[config.mk]
export PLATFORM = sky130hd
export DESIGN_NAME = display_scan_ctrl_flat
export DESIGN_NICKNAME = d
export VERILOG_FILES = /design/src/rtl/display_scan_if.sv /design/src/rtl/display_scan_ctrl.sv /design/src/flat_wrapper.sv
export SDC_FILE = /design/constraint.sdc
export NUM_CORES = 1
export LEC_CHECK = 0
export CAP_MARGIN = 5
export CORE_MARGIN = 4
export CORE_UTILIZATION = 50
export DETAILED_ROUTE_END_ITERATION = 10
export PLACE_DENSITY_LB_ADDON = 0.08
export SLEW_MARGIN = 20
export SYNTH_ARGS = -nofsm -noshare
export SYNTH_HDL_FRONTEND = slang
export SYNTH_SLANG_ARGS = --single-unit
export TNS_END_PERCENT = 20
[constraint.sdc]
create_clock -name clk -period 5.74 [get_ports clk]
set_clock_uncertainty 0.05 [all_clocks]
set_input_delay 1.148 -clock clk [delete_from_list [all_inputs] [get_ports clk]]
set_output_delay 1.148 -clock clk [all_outputs]
set_load 0.05 [all_outputs]
[src/rtl/display_scan_if.sv]
// display_scan_if
//   Bundles the scan controller's control, data and display-side signals.
//   master : the side that drives en/digits and observes the display outputs.
//   slave  : the scan controller itself.
//   Signals:
//     en         scan enable (low forces the display dark)
//     digits     16-bit BCD word, [3:0] = rightmost digit
//     bcd_out    nibble for the shared BCD-to-segment decoder (4'hF = blank)
//     anode      active-low digit enables, anode[i] drives digit i
//     frame_tick one-cycle pulse when a new frame snapshot is taken
interface display_scan_if;
  logic        en;
  logic [15:0] digits;
  logic [3:0]  bcd_out;
  logic [3:0]  anode;
  logic        frame_tick;

  modport master (
    output en,
    output digits,
    input  bcd_out,
    input  anode,
    input  frame_tick
  );

  modport slave (
    input  en,
    input  digits,
    output bcd_out,
    output anode,
    output frame_tick
  );
endinterface

[src/rtl/display_scan_ctrl.sv]
// display_scan_ctrl
//   Time-multiplexed scan controller for a 4-digit common-anode 7-segment
//   display sharing one BCD-to-segment decoder. Each digit gets a dwell of
//   REFRESH_DIV cycles: BLANK_CYCLES with all anodes off (decoder input is
//   pre-settled to suppress ghosting), then the rest with that digit's anode
//   low. The BCD word is snapshotted once per frame so a mid-frame change
//   never tears the display.
//
//   Parameters:
//     REFRESH_DIV  cycles per digit dwell (blank + show), > BLANK_CYCLES
//     BLANK_CYCLES blank cycles at the start of each dwell, >= 1
//
//   Ports:
//     clk  system clock
//     rst  asynchronous, active-high reset
//     bus  display_scan_if.slave (en, digits in; bcd_out, anode, frame_tick out)
//
//   Optional feature macro: LEADING_ZERO_BLANK_EN
//     When defined, leading zeros of the snapshot (digits 3..1) are output as
//     4'hF (blank). Digit 0 is never suppressed; anode timing is unchanged.
module display_scan_ctrl #(
  parameter int REFRESH_DIV  = 100000,
  parameter int BLANK_CYCLES = 1000
) (
  input  logic           clk,
  input  logic           rst,
  display_scan_if.slave  bus
);

  localparam int CW = (REFRESH_DIV > 1) ? $clog2(REFRESH_DIV) : 1;
  localparam logic [CW-1:0] BLANK_LAST = CW'(BLANK_CYCLES - 1);
  localparam logic [CW-1:0] DWELL_LAST = CW'(REFRESH_DIV - 1);

  typedef enum logic [1:0] {
    IDLE  = 2'd0,
    BLANK = 2'd1,
    SHOW  = 2'd2
  } state_t;

  state_t        state_reg, state_next;
  logic [CW-1:0] cnt_reg, cnt_next;
  logic [1:0]    idx_reg, idx_next;
  logic [15:0]   snap_reg, snap_next;
  logic [3:0]    anode_reg, anode_next;
  logic [3:0]    bcd_reg, bcd_next;
  logic          tick_reg, tick_next;

  // Per-digit value as it should reach the decoder, derived from the
  // snapshot that will be in effect after this edge.
  logic [3:0] shown [4];

  for (genvar gi = 0; gi < 4; gi++) begin : g_digit
    logic [3:0] nib;
    assign nib = snap_next[4*gi +: 4];
`ifdef LEADING_ZERO_BLANK_EN
    if (gi == 0) begin : g_keep
      assign shown[gi] = nib;
    end else begin : g_lz
      // Blank when this digit and every digit to its left are zero.
      assign shown[gi] = (snap_next[15:4*gi] == '0) ? 4'hF : nib;
    end
`else
    assign shown[gi] = nib;
`endif
  end

  // State, counters, snapshot and registered outputs.
  always_ff @(posedge clk or posedge rst) begin
    if (rst) begin
      state_reg <= IDLE;
      cnt_reg   <= '0;
      idx_reg   <= '0;
      snap_reg  <= '0;
      anode_reg <= 4'b1111;
      bcd_reg   <= 4'hF;
      tick_reg  <= 1'b0;
    end else begin
      state_reg <= state_next;
      cnt_reg   <= cnt_next;
      idx_reg   <= idx_next;
      snap_reg  <= snap_next;
      anode_reg <= anode_next;
      bcd_reg   <= bcd_next;
      tick_reg  <= tick_next;
    end
  end

  // Next-state logic. The dwell counter runs 0..REFRESH_DIV-1 across both
  // BLANK and SHOW, so the blank/show split is a compare, not a reload.
  always_comb begin
    state_next = state_reg;
    cnt_next   = cnt_reg;
    idx_next   = idx_reg;
    snap_next  = snap_reg;
    tick_next  = 1'b0;

    if (!bus.en) begin
      // Disable has priority over any dwell/frame boundary on the same edge.
      state_next = IDLE;
      cnt_next   = '0;
      idx_next   = '0;
    end else begin
      unique case (state_reg)
        IDLE: begin
          state_next = BLANK;
          cnt_next   = '0;
          idx_next   = '0;
          snap_next  = bus.digits;
          tick_next  = 1'b1;
        end
        BLANK: begin
          cnt_next = cnt_reg + 1'b1;
          if (cnt_reg == BLANK_LAST) begin
            state_next = SHOW;
          end
        end
        SHOW: begin
          if (cnt_reg == DWELL_LAST) begin
            state_next = BLANK;
            cnt_next   = '0;
            idx_next   = idx_reg + 2'd1;
            if (idx_reg == 2'd3) begin
              snap_next = bus.digits;
              tick_next = 1'b1;
            end
          end else begin
            cnt_next = cnt_reg + 1'b1;
          end
        end
        default: begin
          state_next = IDLE;
          cnt_next   = '0;
          idx_next   = '0;
        end
      endcase
    end
  end

  // Output decode from the next state so outputs are registered yet aligned
  // with the state they describe.
  always_comb begin
    anode_next = 4'b1111;
    bcd_next   = 4'hF;
    unique case (state_next)
      BLANK: begin
        bcd_next = shown[idx_next];
      end
      SHOW: begin
        anode_next = ~(4'b0001 << idx_next);
        bcd_next   = shown[idx_next];
      end
      default: begin
        anode_next = 4'b1111;
        bcd_next   = 4'hF;
      end
    endcase
  end

  assign bus.anode      = anode_reg;
  assign bus.bcd_out    = bcd_reg;
  assign bus.frame_tick = tick_reg;

endmodule

[src/flat_wrapper.sv]
// flat-port wrapper written by rule: the top's interface ports become plain ports
module display_scan_ctrl_flat 
#(
  parameter int REFRESH_DIV  = 100000,
  parameter int BLANK_CYCLES = 1000
)
  (clk, rst, bus_en, bus_digits, bus_bcd_out, bus_anode, bus_frame_tick);
  display_scan_if bus_i ();
  input  logic clk;
  input  logic rst;
  input wire logic [$bits(bus_i.en)-1:0] bus_en;
  input wire logic [$bits(bus_i.digits)-1:0] bus_digits;
  output wire logic [$bits(bus_i.bcd_out)-1:0] bus_bcd_out;
  output wire logic [$bits(bus_i.anode)-1:0] bus_anode;
  output wire logic [$bits(bus_i.frame_tick)-1:0] bus_frame_tick;
  assign bus_i.en = bus_en;
  assign bus_i.digits = bus_digits;
  assign bus_bcd_out = bus_i.bcd_out;
  assign bus_anode = bus_i.anode;
  assign bus_frame_tick = bus_i.frame_tick;
  display_scan_ctrl #(.REFRESH_DIV(REFRESH_DIV), .BLANK_CYCLES(BLANK_CYCLES)) u_core (.clk(clk), .rst(rst), .bus(bus_i));
endmodule
# Yosys cells after proc, flatten, opt, wreduce, memory -nomap -nowiden

Cells that the tools add are included.

$add $sub $neg: 2
Order comparisons: 1
Equality and inequality tests: 7
Shift-type cells: 1
Mux-type cells: 23
Bitwise logic cells: 2
Reductions and logical operators: 2

Operator list:

| cell                                            | count |
|---|---|
| 2-to-1 mux 16 bit                               | 3 |
| 2-to-1 mux 17 bit                               | 2 |
| case mux 17 bit (2 select lines)                | 1 |
| case mux 16 bit (2 select lines)                | 1 |
| adder 17 x 1 -> 17 bit, second input constant   | 1 |
| == test 17 x 10 -> 1 bit, second input constant | 1 |
| == test 17 bit, second input constant           | 1 |
| 2-to-1 mux 4 bit                                | 4 |
| 2-to-1 mux 2 bit                                | 5 |
| binary-select mux 4 bit (select 2 bit)          | 1 |
| == test 2 bit, second input constant            | 3 |
| case mux 2 bit (3 select lines)                 | 1 |
| == test 2 x 1 -> 1 bit, second input constant   | 2 |
| NOT 4 bit                                       | 1 |
| case mux 2 bit (2 select lines)                 | 1 |
| << shifter 1 x 2 -> 4 bit, first input constant | 1 |
| >= comparator 3 bit, second input constant      | 1 |
| 2-to-1 mux 1 bit                                | 3 |
| NOT 2 -> 3 bit                                  | 1 |
| adder 2 x 1 -> 2 bit, second input constant     | 1 |
| zero test 2 bit                                 | 1 |
| case mux 1 bit (2 select lines)                 | 1 |
| OR reduction 2 bit                              | 1 |

Register bits after elaboration: 46
Bits of input ports: 19
Word-level logic and storage cells: 45

# Logic depth before layout (Yosys ltp)

Word-level depth: 9
Depth in mapped cells: 10
Gate-level depth less buffers: 9

# Worst setup path before layout

OpenSTA, ideal clock, no wires.

Path kind: input -> register
Start point: input port bus_en
End point: register u_core.bcd_reg[0] (netlist: u_core.bus.bcd_out[0])
Library setup time: 0.089 ns
Arrival time: 2.489 ns
Data required time: 5.601 ns
Setup slack: 3.112 ns
Cell stages on the path: 8
Path buffers: 2
Cell sequence: clkbuf_1 > o21ai_1 > nor2_1 > a21oi_1 > clkbuf_1 > a221o_1 > o211ai_2 > o211ai_1

Word-level cells in the longest chain between the ends: 6
Elaborated cells on any way between the ends: 11
Classes of those cells: eq/ne (2); mux (7); bitwise (1); reduce/logical (1)

RTL lines:

| element                                             | line                                               | text |
|---|---|---|
| start: declaration                                  | flat_wrapper.sv:11                                 | `input wire logic [$bits(bus_i.en)-1:0] bus_en;` |
| 2-to-1 mux 2 bit                                    | display_scan_ctrl.sv:97                            | `if (!bus.en) begin` |
| NOT 2 -> 3 bit (not written as such)                | display_scan_ctrl.sv:146, display_scan_ctrl.sv:150 |  |
| binary-select mux 4 bit (select 2 bit)              | display_scan_ctrl.sv:146, display_scan_ctrl.sv:150 |  |
| 2-to-1 mux 4 bit (not written as such) (2 in a row) | display_scan_ctrl.sv:146, display_scan_ctrl.sv:150 |  |
| 2-to-1 mux 4 bit (*)                                | -                                                  |  |
| net u_core.bcd_next[0]                              | display_scan_ctrl.sv:45                            | `logic [3:0] bcd_reg, bcd_next;` |
| end signal: assignment                              | display_scan_ctrl.sv:83                            | `bcd_reg <= bcd_next;` |
| end: declaration                                    | display_scan_ctrl.sv:45                            |  |

Mark *: on every way through the listed nets, which the timed path passes. The rest lies on a longest branch. The select of a mux whose other input is x is not followed.

# Worst setup path in the final report

Start point: input port bus_en
End point: register u_core.bcd_reg[2] (netlist: u_core.bus.bcd_out[2])

Elaborated cells on any way between the ends: 11
Classes of those cells: eq/ne (2); mux (7); bitwise (1); reduce/logical (1)

RTL lines:

| element                                             | line                                               | text |
|---|---|---|
| 2-to-1 mux 16 bit                                   | display_scan_ctrl.sv:97                            |  |
| net u_core.snap_next[14]                            | display_scan_ctrl.sv:43                            | `logic [15:0] snap_reg, snap_next;` |
| binary-select mux 4 bit (select 2 bit)              | display_scan_ctrl.sv:146, display_scan_ctrl.sv:150 |  |
| 2-to-1 mux 4 bit (not written as such) (2 in a row) | display_scan_ctrl.sv:146, display_scan_ctrl.sv:150 |  |
| 2-to-1 mux 4 bit                                    | -                                                  |  |
| net u_core.bcd_next[2]                              | display_scan_ctrl.sv:45                            |  |

The timed path passes the listed nets, and every way through them passes these cells. The select of a mux whose other input is x is not followed.

==> flow_metrics.env <==
export IMPL_status="finished, final reports clean"
export IMPL_diodes=0
export IMPL_holdPathStages=1
export IMPL_grt_max_degree=47
export IMPL_placed_area_um2=2610
export IMPL_coreArea_um2=4410
export IMPL_grt_pass1_wl_um=8600
export IMPL_vdd_ir_drop_max_uv=172
export IMPL_fmax_mhz=338
export IMPL_root_buffer="clkbuf_8"
export IMPL_drt_pass1_iterations=4
export IMPL_mostFrequentLayoutCell="dfrtp_1"
export IMPL_min_path_type="reg2reg"
export IMPL_grt_usage=0.181
export IMPL_synth_top_area_cell="dfrtp_1"
export IMPL_p_per_area_nw_per_um2=240
export IMPL_pwr_share_seq=0.547
export IMPL_drtIter0Drc=161
export IMPL_fin_nets=272
export IMPL_final_setup_viol_count=0
export IMPL_rsz0062_at_grt="no"
export IMPL_timing_final_crit_period_ps=2960
export IMPL_antenna_left=0
export IMPL_async_reset_ff_frac=1.00
export IMPL_reg2reg_to="u_core.bus.bcd_out[1]"
export IMPL_power_frac_comb=0.139
export IMPL_die_y_um=76.0
export IMPL_post_cts_setup_buffers=0
export IMPL_reg2reg_slack_ps=2980
export IMPL_p_switching_uw=164
export IMPL_synthTopCellsByArea="dfrtp_1, dfstp_2, a22o_1"
export IMPL_drive_above_1_share=0.0972
export IMPL_tightest_slew_ps=697
export IMPL_drc=0
export IMPL_cts_repair_resized=0
export IMPL_leakagePower_nw=1.08
export IMPL_vias=1784
export IMPL_syn_nets=246
export IMPL_ys_flop_type="dfrtp_1"
export IMPL_numCtsBuffers=5
export IMPL_final_area_um2=2710
export IMPL_start_util=0.523
export IMPL_routed_wl_um=4770
export IMPL_clkTransAtPathRegs_ps=80
export IMPL_ys_ff_latch=46
export IMPL_syn_area_um2=2310
export IMPL_start_kind="input pin"
export IMPL_fillCellCount=377
export IMPL_path_max_fanout=20
export IMPL_seq_area_frac_synth=0.503
export IMPL_clock_latency_ps=300
export IMPL_cts_hold_fix_buffers=0
export IMPL_cp_required_ps=5910
export IMPL_drv_slew=0
export IMPL_syn_inst=220
export IMPL_rows=24
export IMPL_dp_hpwl_um=3390
export IMPL_layout_common_cells="dfrtp_1, clkdlybuf4s50_1, nor2_1, a22o_1, nand3_1"
export IMPL_cp_end_kind="flip-flop"
export IMPL_finalHoldViolations=0
export IMPL_ys_types=43
export IMPL_yosysWarnings=0
export IMPL_reg2reg_from="u_core.cnt_reg[0]"
export IMPL_synth_edf_count=0
export IMPL_critPathKind="in2reg"
export IMPL_cts_tree="built"
export IMPL_grt_pass1_vias=1727
export IMPL_yosysTopAreaCellShare=0.412
export IMPL_dieArea_um2=5770
export IMPL_min_delay_start="u_core.cnt_reg[0]"
export IMPL_swShare=0.253
export IMPL_overflow=0
export IMPL_port_buffers=27
export IMPL_finish_utilization=0.613
export IMPL_worst_ep_arrival_time_ps=3130
export IMPL_vias_per_cell=5.97
export IMPL_ctsLongestPathBuffers=2
export IMPL_clkSinkCount=46
export IMPL_wire_per_inst_um=16.0
export IMPL_syn2layout_area_growth_pct=17.1
export IMPL_min_period_over_period=0.515
export IMPL_min_to="u_core.cnt_reg[0]"
export IMPL_postLayoutSetupSlackWorst_ps=2780
export IMPL_gp_congestion=0.824
export IMPL_ios=28
export IMPL_setup_tns_ps=0
export IMPL_internal_power_uw=485
export IMPL_die_x_um=76.0
export IMPL_maxCapViolCount=0
export IMPL_maxSlewHeadroom=0.531
export IMPL_place_ws_ps=2520
export IMPL_synth_avg_cell_area_um2=10.5
export IMPL_clkPwrFrac=0.314
export IMPL_largest_register_ffs=17
export IMPL_htreeDepth=2
export IMPL_antenna_found_initial=0
export IMPL_reg2reg_depth=8
synth_stat cells, drive strengths merged (3+ instances only):
| master | count |
|---|---|
| a221o | 4 |
| nand3 | 11 |
| nor4 | 3 |
| ha | 7 |
| dfrtp | 38 |
| inv | 9 |
| or4 | 4 |
| buf | 5 |
| a22o | 16 |
| o21a | 4 |
| a221oi | 4 |
| dfstp | 8 |
| xnor2 | 8 |
| nand4 | 5 |
| a21oi | 8 |
| nand2 | 9 |
| o21ai | 7 |
| xor2 | 7 |
| o211ai | 4 |
| nor2 | 26 |
| clkbuf | 6 |
metal layers:
metal | global-route usage | share of wire | up-vias
met3 | 0.0415 | 0.045 | 9
met5 | 0 | 0 | -
met2 | 0.242 | 0.44 | 44
met4 | 0.0658 | 0.018 | 0
li1 | - | - | 851
met1 | 0.282 | 0.50 | 880
how the worst max path moves through the flow:
stage / startpoint / end / slack, ps / cells after the start
3_5_place_dp: bus_en / u_core.bus.bcd_out[1] / 2520 / 8
4_1_cts: bus_en / u_core.bus.bcd_out[1] / 2820 / 8
2_1_floorplan: bus_en / u_core.bus.bcd_out[0] / 3110 / 8
6_report: bus_en / u_core.bus.bcd_out[2] / 2780 / 8
3_3_place_gp: bus_en / u_core.bus.bcd_out[3] / 2560 / 8
5_1_grt: bus_en / u_core.bus.bcd_out[1] / 2580 / 8
final cells by class:
class / instances / area, µm² / area share
clock inverters: 1 / 5.00 / 0.00185
multi-input cells: 153 / 1060 / 0.390
flip-flops and latches: 46 / 1160 / 0.429
inverters: 10 / 38.8 / 0.0143
repair buffers: 30 / 293 / 0.108
well taps: 52 / 65.1 / 0.0241
clock buffers: 7 / 86.3 / 0.0319
cells by family after synthesis:
family	count (synthesis)	synth area share
buffers and inverters	21	0.0401
xor gates and xnor gates	15	0.0569
adders and majority gates	7	0.0379
DFF	46	0.503
muxes	2	0.00867
AOI/OAI and AO/OA	56	0.186
and+or+nand+nor	73	0.168
worst max-delay path, stage by stage:
cell and delay, ps:
clkdlybuf4s50_1 650, o21ai_1 240, nor2_1 150, a21oi_1 80
buf_4 230, a22o_1 260, mux2i_1 240, o211ai_1 110
power groups by stage:
stage	logic [mW]	registers (mW)	clock network, mW
6_report	0.0903	0.355	0.204
5_1_grt	0.0994	0.358	0.227
4_1_cts	0.0913	0.355	0.212
3_5_place_dp	0.0908	0.361	0
3_3_place_gp	0.0897	0.361	0
2_1_floorplan	0.0475	0.371	0
stage by stage:
stage / std cells / total power, mW / hold slack [ps]
after CTS: 299 / 0.659 / 449
after global routing: 299 / 0.684 / 486
final: 299 / 0.649 / 442
after floorplan: 220 / 0.418 / 405
after detailed placement: 291 / 0.452 / 437
after global placement: 291 / 0.451 / 426
No activity file was read; power rests on OpenSTA's default activity.
